==> src/rtl/cpu_reg_package.sv <==
// Shared CPU-bus constants and register layouts for the bus FIFO responder.
// Provides the bus widths, the register offsets inside the 16-byte window
// and the packed bit layout of the STATUS register.
package cpu_reg_package;

    localparam int address_width = 32;
    localparam int data_width    = 32;

    // Word offsets (bus_addr_i[3:2]) of the four responder registers.
    localparam logic [1:0] FIFO_DATA_OFS   = 2'd0;
    localparam logic [1:0] FIFO_STATUS_OFS = 2'd1;
    localparam logic [1:0] FIFO_IRQEN_OFS  = 2'd2;
    localparam logic [1:0] FIFO_CTRL_OFS   = 2'd3;

    // STATUS register layout, MSB first.
    typedef struct packed {
        logic [7:0] rsvd_hi;
        logic [7:0] rx_count;
        logic [7:0] tx_count;
        logic [1:0] rsvd_lo;
        logic       rx_underflow;
        logic       tx_overflow;
        logic       rx_full;
        logic       rx_empty;
        logic       tx_full;
        logic       tx_empty;
    } fifo_status_t;

    // Even parity over a bus word, available for integrity checks on stored data.
    function automatic logic word_parity(input logic [data_width-1:0] word);
        return ^word;
    endfunction

endpackage

==> src/rtl/bus_fifo_responder_sync_fifo.sv <==
// Single-clock FIFO with wrap-around pointers carrying one extra bit so that
// full and empty are distinguishable. A push while full is accepted when a
// pop frees the slot in the same cycle; flush wins over push and pop.
module sync_fifo #(
    parameter int DEPTH = 16,
    parameter int WIDTH = 32
) (
    input  logic                   clk_i,
    input  logic                   reset_i,
    input  logic                   push_i,
    input  logic                   pop_i,
    input  logic                   flush_i,
    input  logic [WIDTH-1:0]       data_i,
    output logic [WIDTH-1:0]       data_o,
    output logic                   full_o,
    output logic                   empty_o,
    output logic [$clog2(DEPTH):0] count_o
);

    localparam int AW = $clog2(DEPTH);

    logic [AW:0]      wr_ptr_q;
    logic [AW:0]      wr_ptr_d;
    logic [AW:0]      rd_ptr_q;
    logic [AW:0]      rd_ptr_d;
    logic             do_push_s;
    logic             do_pop_s;
    logic [WIDTH-1:0] mem_q [DEPTH];

    assign empty_o   = (wr_ptr_q == rd_ptr_q);
    assign full_o    = (wr_ptr_q[AW] != rd_ptr_q[AW]) &&
                       (wr_ptr_q[AW-1:0] == rd_ptr_q[AW-1:0]);
    assign count_o   = wr_ptr_q - rd_ptr_q;
    assign data_o    = mem_q[rd_ptr_q[AW-1:0]];
    assign do_pop_s  = pop_i & ~empty_o;
    assign do_push_s = push_i & (~full_o | do_pop_s);

    // Next-state pointers: flush empties the FIFO, otherwise advance on accepted ops.
    always_comb begin
        wr_ptr_d = wr_ptr_q;
        rd_ptr_d = rd_ptr_q;
        if (flush_i) begin
            wr_ptr_d = {(AW+1){1'b0}};
            rd_ptr_d = {(AW+1){1'b0}};
        end else begin
            if (do_push_s) begin
                wr_ptr_d = wr_ptr_q + {{AW{1'b0}}, 1'b1};
            end else begin
                wr_ptr_d = wr_ptr_q;
            end
            if (do_pop_s) begin
                rd_ptr_d = rd_ptr_q + {{AW{1'b0}}, 1'b1};
            end else begin
                rd_ptr_d = rd_ptr_q;
            end
        end
    end

    // Pointer registers with synchronous reset.
    always_ff @(posedge clk_i) begin
        if (reset_i) begin
            wr_ptr_q <= {(AW+1){1'b0}};
            rd_ptr_q <= {(AW+1){1'b0}};
        end else begin
            wr_ptr_q <= wr_ptr_d;
            rd_ptr_q <= rd_ptr_d;
        end
    end

    // Storage write; contents are unreachable once pointers reset, so no clear needed.
    always_ff @(posedge clk_i) begin
        if (do_push_s && !flush_i && !reset_i) begin
            mem_q[wr_ptr_q[AW-1:0]] <= data_i;
        end
    end

endmodule

==> src/rtl/bus_fifo_responder.sv <==
// CPU bus responder with a TX FIFO (CPU writes -> external stream) and an RX
// FIFO (external stream -> CPU reads), STATUS/IRQ_EN/CTRL registers in a
// 16-byte window at BASE_ADDR.
// Optional feature macro: BUS_FIFO_IRQ_EN (IRQ_EN register and irq_o).
// Without it IRQ_EN reads 0, ignores writes, and irq_o is tied low.
module bus_fifo_responder
    import cpu_reg_package::*;
#(
    parameter logic [address_width-1:0] BASE_ADDR  = 32'h0000_9000,
    parameter int                       FIFO_DEPTH = 16,
    parameter int                       DATA_W     = data_width
) (
    input  logic                     clk_i,
    input  logic                     reset_i,
    input  logic [address_width-1:0] bus_addr_i,
    input  logic                     bus_we_i,
    input  logic                     bus_re_i,
    input  logic [DATA_W-1:0]        bus_wdata_i,
    output logic [DATA_W-1:0]        bus_rdata_o,
    output logic                     irq_o,
    output logic [DATA_W-1:0]        tx_data_o,
    output logic                     tx_valid_o,
    input  logic                     tx_ready_i,
    input  logic [DATA_W-1:0]        rx_data_i,
    input  logic                     rx_valid_i,
    output logic                     rx_ready_o
);

    localparam int CNT_W = $clog2(FIFO_DEPTH) + 1;

    // Bus decode.
    logic              hit_s;
    logic [1:0]        ofs_s;
    logic              wr_hit_s;
    logic              rd_s;
    logic              rd_hit_s;
    logic              ctrl_wr_s;

    // FIFO interface.
    logic              tx_push_s;
    logic              tx_pop_s;
    logic              tx_flush_s;
    logic              tx_full_s;
    logic              tx_empty_s;
    logic [CNT_W-1:0]  tx_count_s;
    logic [DATA_W-1:0] tx_head_s;
    logic              rx_push_s;
    logic              rx_pop_s;
    logic              rx_flush_s;
    logic              rx_full_s;
    logic              rx_empty_s;
    logic [CNT_W-1:0]  rx_count_s;
    logic [DATA_W-1:0] rx_head_s;

    // Sticky flags.
    logic              tx_overflow_q;
    logic              tx_overflow_d;
    logic              rx_underflow_q;
    logic              rx_underflow_d;
    logic              sticky_clr_s;
    logic              ovf_set_s;
    logic              unf_set_s;

    // Read path.
    logic [DATA_W-1:0] rdata_q;
    logic [DATA_W-1:0] rdata_d;
    fifo_status_t      status_s;
    logic [1:0]        irq_en_s;
    logic              unused_s;

    assign hit_s     = (bus_addr_i[address_width-1:4] == BASE_ADDR[address_width-1:4]);
    assign ofs_s     = bus_addr_i[3:2];
    assign wr_hit_s  = bus_we_i & hit_s;
    // A simultaneous write strobe suppresses the read entirely.
    assign rd_s      = bus_re_i & ~bus_we_i;
    assign rd_hit_s  = rd_s & hit_s;
    assign ctrl_wr_s = wr_hit_s & (ofs_s == FIFO_CTRL_OFS);

    assign tx_push_s    = wr_hit_s & (ofs_s == FIFO_DATA_OFS);
    assign tx_pop_s     = tx_valid_o & tx_ready_i;
    assign tx_flush_s   = ctrl_wr_s & bus_wdata_i[0];
    assign rx_flush_s   = ctrl_wr_s & bus_wdata_i[1];
    assign sticky_clr_s = ctrl_wr_s & bus_wdata_i[2];

    assign rx_pop_s  = rd_hit_s & (ofs_s == FIFO_DATA_OFS) & ~rx_empty_s;
    assign rx_push_s = rx_valid_i & rx_ready_o;

    // A full TX FIFO still accepts a write when the stream drains a word the same cycle.
    assign ovf_set_s = tx_push_s & tx_full_s & ~tx_pop_s;
    assign unf_set_s = rd_hit_s & (ofs_s == FIFO_DATA_OFS) & rx_empty_s;

    // The RX side is ready when a slot is free now or is being freed by a CPU pop.
    assign rx_ready_o = ~reset_i & (~rx_full_s | rx_pop_s);
    assign tx_valid_o = ~tx_empty_s;
    assign tx_data_o  = tx_empty_s ? {DATA_W{1'b0}} : tx_head_s;
    assign bus_rdata_o = rdata_q;

    assign unused_s = ^{bus_addr_i[1:0], bus_wdata_i};

    sync_fifo #(
        .DEPTH (FIFO_DEPTH),
        .WIDTH (DATA_W)
    ) u_tx_fifo (
        .clk_i   (clk_i),
        .reset_i (reset_i),
        .push_i  (tx_push_s),
        .pop_i   (tx_pop_s),
        .flush_i (tx_flush_s),
        .data_i  (bus_wdata_i),
        .data_o  (tx_head_s),
        .full_o  (tx_full_s),
        .empty_o (tx_empty_s),
        .count_o (tx_count_s)
    );

    sync_fifo #(
        .DEPTH (FIFO_DEPTH),
        .WIDTH (DATA_W)
    ) u_rx_fifo (
        .clk_i   (clk_i),
        .reset_i (reset_i),
        .push_i  (rx_push_s),
        .pop_i   (rx_pop_s),
        .flush_i (rx_flush_s),
        .data_i  (rx_data_i),
        .data_o  (rx_head_s),
        .full_o  (rx_full_s),
        .empty_o (rx_empty_s),
        .count_o (rx_count_s)
    );

`ifdef BUS_FIFO_IRQ_EN
    logic [1:0] irq_en_q;
    logic [1:0] irq_en_d;
    logic       irq_q;
    logic       irq_d;

    // IRQ_EN next state and interrupt level computed from current FIFO state.
    always_comb begin
        irq_en_d = irq_en_q;
        if (wr_hit_s && (ofs_s == FIFO_IRQEN_OFS)) begin
            irq_en_d = bus_wdata_i[1:0];
        end else begin
            irq_en_d = irq_en_q;
        end
        irq_d = (irq_en_q[0] & ~rx_empty_s) | (irq_en_q[1] & tx_empty_s);
    end

    // IRQ_EN and interrupt registers.
    always_ff @(posedge clk_i) begin
        if (reset_i) begin
            irq_en_q <= 2'b00;
            irq_q    <= 1'b0;
        end else begin
            irq_en_q <= irq_en_d;
            irq_q    <= irq_d;
        end
    end

    assign irq_en_s = irq_en_q;
    assign irq_o    = irq_q;
`else
    assign irq_en_s = 2'b00;
    assign irq_o    = 1'b0;
`endif

    // Assemble the STATUS view from FIFO state and sticky flags.
    always_comb begin
        status_s              = '0;
        status_s.rx_count     = 8'(rx_count_s);
        status_s.tx_count     = 8'(tx_count_s);
        status_s.rx_underflow = rx_underflow_q;
        status_s.tx_overflow  = tx_overflow_q;
        status_s.rx_full      = rx_full_s;
        status_s.rx_empty     = rx_empty_s;
        status_s.tx_full      = tx_full_s;
        status_s.tx_empty     = tx_empty_s;
    end

    // Sticky error flags: clear command wins, otherwise accumulate new events.
    always_comb begin
        tx_overflow_d  = tx_overflow_q;
        rx_underflow_d = rx_underflow_q;
        if (sticky_clr_s) begin
            tx_overflow_d  = 1'b0;
            rx_underflow_d = 1'b0;
        end else begin
            tx_overflow_d  = tx_overflow_q | ovf_set_s;
            rx_underflow_d = rx_underflow_q | unf_set_s;
        end
    end

    // Read data mux; value holds between reads, out-of-window reads return zero.
    always_comb begin
        rdata_d = rdata_q;
        if (rd_s) begin
            if (hit_s) begin
                case (ofs_s)
                    FIFO_DATA_OFS:   rdata_d = rx_empty_s ? {DATA_W{1'b0}} : rx_head_s;
                    FIFO_STATUS_OFS: rdata_d = DATA_W'(status_s);
                    FIFO_IRQEN_OFS:  rdata_d = DATA_W'(irq_en_s);
                    FIFO_CTRL_OFS:   rdata_d = {DATA_W{1'b0}};
                    default:         rdata_d = {DATA_W{1'b0}};
                endcase
            end else begin
                rdata_d = {DATA_W{1'b0}};
            end
        end else begin
            rdata_d = rdata_q;
        end
    end

    // Read data and sticky flag registers.
    always_ff @(posedge clk_i) begin
        if (reset_i) begin
            rdata_q        <= {DATA_W{1'b0}};
            tx_overflow_q  <= 1'b0;
            rx_underflow_q <= 1'b0;
        end else begin
            rdata_q        <= rdata_d;
            tx_overflow_q  <= tx_overflow_d;
            rx_underflow_q <= rx_underflow_d;
        end
    end

endmodule
==> config.mk <==
export PLATFORM = sky130hd
export DESIGN_NAME = bus_fifo_responder
export DESIGN_NICKNAME = d
export VERILOG_FILES = /design/src/rtl/cpu_reg_package.sv /design/src/rtl/bus_fifo_responder_sync_fifo.sv /design/src/rtl/bus_fifo_responder.sv
export SDC_FILE = /design/constraint.sdc
export NUM_CORES = 1
export LEC_CHECK = 0
export ABC_CLOCK_PERIOD_IN_PS = 6100
export CORE_ASPECT_RATIO = 0.5
export CORE_MARGIN = 2
export CORE_UTILIZATION = 37
export DETAILED_ROUTE_END_ITERATION = 10
export DONT_BUFFER_PORTS = 1
export GPL_ROUTABILITY_DRIVEN = 0
export SLEW_MARGIN = 10
export SYNTH_ARGS = -nofsm -noshare
export SYNTH_HDL_FRONTEND = slang
export SYNTH_SLANG_ARGS = --single-unit
==> constraint.sdc <==
create_clock -name clk_i -period 6.1 [get_ports clk_i]
set_input_delay 0 -clock clk_i [delete_from_list [all_inputs] [get_ports clk_i]]
set_output_delay 0 -clock clk_i [all_outputs]
set_load 0.01 [all_outputs]
==> flow_metrics.env <==
export IMPL_outcome="completed"
export IMPL_yosys_area_top_type="edfxtp_1"
export IMPL_rr_startpoint="u_tx_fifo.wr_ptr_q[0]"
export IMPL_vias_per_cell=5.29
export IMPL_synthTopCellsByArea="edfxtp_1 73%, mux4_2 14%, dfxtp_1 3.0%"
export IMPL_fp_row_count=87
export IMPL_cp_num_buf_inv=4
export IMPL_fin_ws_ns=1.70
export IMPL_drv_cap=0
export IMPL_pwr_density_cell_mw_per_mm2=305
export IMPL_synthArstFlopShare_pct=0
export IMPL_yosysTopAreaCellShare_pct=73.3
export IMPL_clockBufferDepth=3
export IMPL_crit_chain="dlygate4sd3_1 -> nor4b_2 -> dlygate4sd3_1 -> nand4_2 -> dlygate4sd3_1 -> nor4_1 -> nand3b_1 -> nor2_4 -> buf_4"
export IMPL_syn_instance_count=1996
export IMPL_avgRoutedWirePerCell_um=25.2
export IMPL_worstPathRequired_ns=6.48
export IMPL_cts_sinks=1086
export IMPL_multiInputGateArea_mm2=0.00967
export IMPL_ys_ff_latch=1086
export IMPL_grt_pass1_wl_mm=139
export IMPL_tightest_slew_ns=1.07
export IMPL_leakagePower_nw=14.5
export IMPL_crit_slowest_cell="nor2_4"
export IMPL_die_h_um=242
export IMPL_ys_flop_type="edfxtp_1"
export IMPL_antenna_left=0
export IMPL_cp_arrival_ns=4.77
export IMPL_synth_cell_area_mm2=0.0419
export IMPL_fillers=9674
export IMPL_synth_seq_area_share_pct=76.3
export IMPL_reg2reg_to="u_tx_fifo.mem_q[9][7]"
export IMPL_synth_distinct_cells=61
export IMPL_cts_reportedPaths_clkPinSlew_ns=0.07
export IMPL_drtIter0Drc=1831
export IMPL_post_place_ws_ns=2.32
export IMPL_yosys_warnings=0
export IMPL_htree_levels=3
export IMPL_antenna_found_initial=6
export IMPL_setup_tns_ns=0
export IMPL_synth_net_count=2118
export IMPL_crit_family="simple AND/OR/NAND/NOR gates"
export IMPL_whs_path_depth=5
export IMPL_worst_setup_path_start_kind="input port"
export IMPL_endpoint_kind="flop"
export IMPL_path_class="input port to flop"
export IMPL_insertion_delay_ns=0.68
export IMPL_grt_ovfl_total=0
export IMPL_drt_pass1_iterations=5
export IMPL_grt_usage_pct=16.1
export IMPL_skew_ns=0.0221
export IMPL_hpwl_mm=50.9
export IMPL_min_period_ns=4.40
export IMPL_ir_worst_vdd_uv=240
export IMPL_die_w_um=480
export IMPL_start_util_pct=37.3
export IMPL_max_clock_freq_mhz=227
export IMPL_area_delta_synth_final_pct=14.9
export IMPL_slew_violations=0
export IMPL_reg2regPathDepth=8
export IMPL_r2r_slack_ns=2.30
export IMPL_vias=19700
export IMPL_relSlewSlack_pct=28.2
export IMPL_drc=0
export IMPL_hp_class="input port to flop"
export IMPL_slowest_delay_ns=0.93
export IMPL_numCtsBuffers=97
export IMPL_seqCellArea_mm2=0.0320
export IMPL_fin_crit_sh_pct=72.1
export IMPL_synth_edf_count=1024
export IMPL_cpMostUsedCell="dlygate4sd3_1"
export IMPL_hold_viol_final=0
export IMPL_cts_setup_buffers=0
export IMPL_ios=169
export IMPL_worst_hold_path_endpoint="u_tx_fifo.wr_ptr_q[0]"
export IMPL_drive_above_1_share_pct=23.7
export IMPL_drt_total_wl_mm=93.8
export IMPL_grt_pass1_vias=20600
export IMPL_grt_max_degree=61
export IMPL_cts_tree="built"
export IMPL_hp_start="bus_addr_i[17]"
export IMPL_nets=2254
export IMPL_coreArea_mm2=0.113
export IMPL_finalSetupViolCount=0
export IMPL_io_buffers=0
export IMPL_cts_root_buf="clkbuf_16"
export IMPL_rsz0062_at_grt="false"
export IMPL_path_max_fanout=24
export IMPL_die_area_mm2=0.116
export IMPL_avgSynthCellArea_um2=21.0
==> power breakdown <==
part / total [mW] / internal [mW] / switching, mW
Clock: 6.32 / 3.62 / 2.70
Combinational: 0.213 / 0.0597 / 0.153
Sequential: 8.16 / 8.16 / 0.00428
==> worst reg2reg max path, cell delays in order (launching register included) <==
cell      delay [ns]
dfxtp_1         0.41
inv_1           0.11
ha_1            0.32
nand4_1         0.15
o31ai_1         0.10
nor4_1          0.62
nand3b_1        0.45
nor2_4          0.93
buf_4           0.38
==> logic make-up (layout without fill, tap and decap cells) <==
logic type / Yosys count / after routing / share of synthesized area, %
multiplexers: 332 / 332 / 15.9
other: 1 / 2 / 0.00894
adder cells (fa/ha/maj): 20 / 20 / 0.632
flip-flops: 1086 / 1086 / 76.3
buffers and inverters: 121 / 335 / 1.26
AND/OR/NAND/NOR: 260 / 260 / 3.13
XOR/XNOR: 15 / 15 / 0.313
AO/OA/AOI/OAI: 161 / 161 / 2.51
==> sequential cells by signal, indices dropped and copies added, names as in the netlist, named ones only <==
register,count
u_rx_fifo.mem_q,512
u_tx_fifo.mem_q,512
bus_rdata_o,32
u_rx_fifo.rd_ptr_q,5
u_rx_fifo.wr_ptr_q,5
u_tx_fifo.rd_ptr_q,5
u_tx_fifo.wr_ptr_q,5
rx_underflow_q,1
tx_overflow_q,1
==> cell type report <==
| type | instances | share of cell area [%] |
|---|---|---|
| Antenna cell | 1 | 0.00519 |
| Clock buffer | 118 | 5.37 |
| Clock inverter | 59 | 1.43 |
| Inverter | 19 | 0.148 |
| Multi-Input combinational cell | 789 | 20.1 |
| Sequential cell | 1086 | 66.4 |
| Tap cell | 1513 | 3.93 |
| Timing Repair Buffer | 139 | 2.64 |
==> synth_stat cells, drive strengths merged, types with 5 or more instances <==
master	instances
nor4	9
nor2b	7
xnor2	10
inv	18
ha	18
edfxtp	1024
and2	45
a21oi	49
dfxtp	62
clkbuf	49
a211oi	12
o211ai	5
mux2i	62
nand3	11
a22oi	29
nand4	10
or3	6
nand2	82
a22o	9
mux4	266
buf	53
a31oi	7
nor3	5
o21ai	25
xor2	5
nor2	65
==> worst max path at each step <==
stage                                      from                     end  slack (ns)  cells after the start
final                            bus_addr_i[13]   u_tx_fifo.mem_q[9][7]        1.70                      9
after floorplan           u_tx_fifo.wr_ptr_q[0]  u_tx_fifo.mem_q[15][0]        1.87                      7
after global placement    u_tx_fifo.wr_ptr_q[0]  u_tx_fifo.mem_q[8][22]        2.36                      8
after detailed placement  u_tx_fifo.wr_ptr_q[0]   u_tx_fifo.mem_q[9][5]        2.32                      8
after global routing             bus_addr_i[13]   u_tx_fifo.mem_q[9][5]        1.37                      9
after CTS                        bus_addr_i[13]   u_tx_fifo.mem_q[9][7]        1.74                      9
==> cell usage in the layout, fill, tap and decap left out, types with 5 or more instances in the layout <==
master	synthesis	layout
a22o_1	9	9
o211ai_1	5	5
bufinv_16	0	14
o21ai_0	25	25
dfxtp_4	0	5
a22oi_1	29	29
nand4_1	9	9
nor2_1	64	33
mux2i_1	62	62
xnor2_1	10	10
a31oi_1	7	7
nor2_4	0	31
clkinv_2	0	22
edfxtp_1	1024	1024
clkbuf_16	0	100
dlygate4sd3_1	0	86
clkbuf_1	49	16
buf_4	7	52
nor4_1	6	5
inv_1	18	18
or3_1	6	6
a211oi_1	12	12
nor2b_1	7	7
ha_1	18	18
nand3_1	11	11
xor2_1	5	5
clkinv_1	1	15
nand2_1	82	82
mux4_2	266	266
dfxtp_1	62	54
and2_1	45	44
a21oi_1	49	49
==> stage by stage <==
step,area [um^2],power [mW],hold slack (ns),std cells,util [%]
5_1_grt,48200,15.1,0.0574,3724,42.8
2_1_floorplan,41900,8.38,0.0989,1996,-
3_3_place_gp,44100,8.41,0.0545,3460,39.1
3_5_place_dp,44100,8.41,0.0582,3460,39.1
6_report,48200,14.7,0.0481,3724,42.8
4_1_cts,48200,14.8,0.00914,3723,42.8
==> layer usage <==
layer  part of all wire (%)  vias up  GRT usage [%]
li1                       -     8536              -
met1                     44    10600           21.9
met2                     50      418           27.2
met3                    3.9      143           2.58
met4                    2.2        4           4.03
met5                  0.029        -              0
==> what timing repair did <==
action / in CTS / in global routing
resized for setup: 0 / 0
hold endpoints to repair: 1109 / 0
hold buffers: 86 / 0
Note: power is estimated with default switching activity, not from simulation.
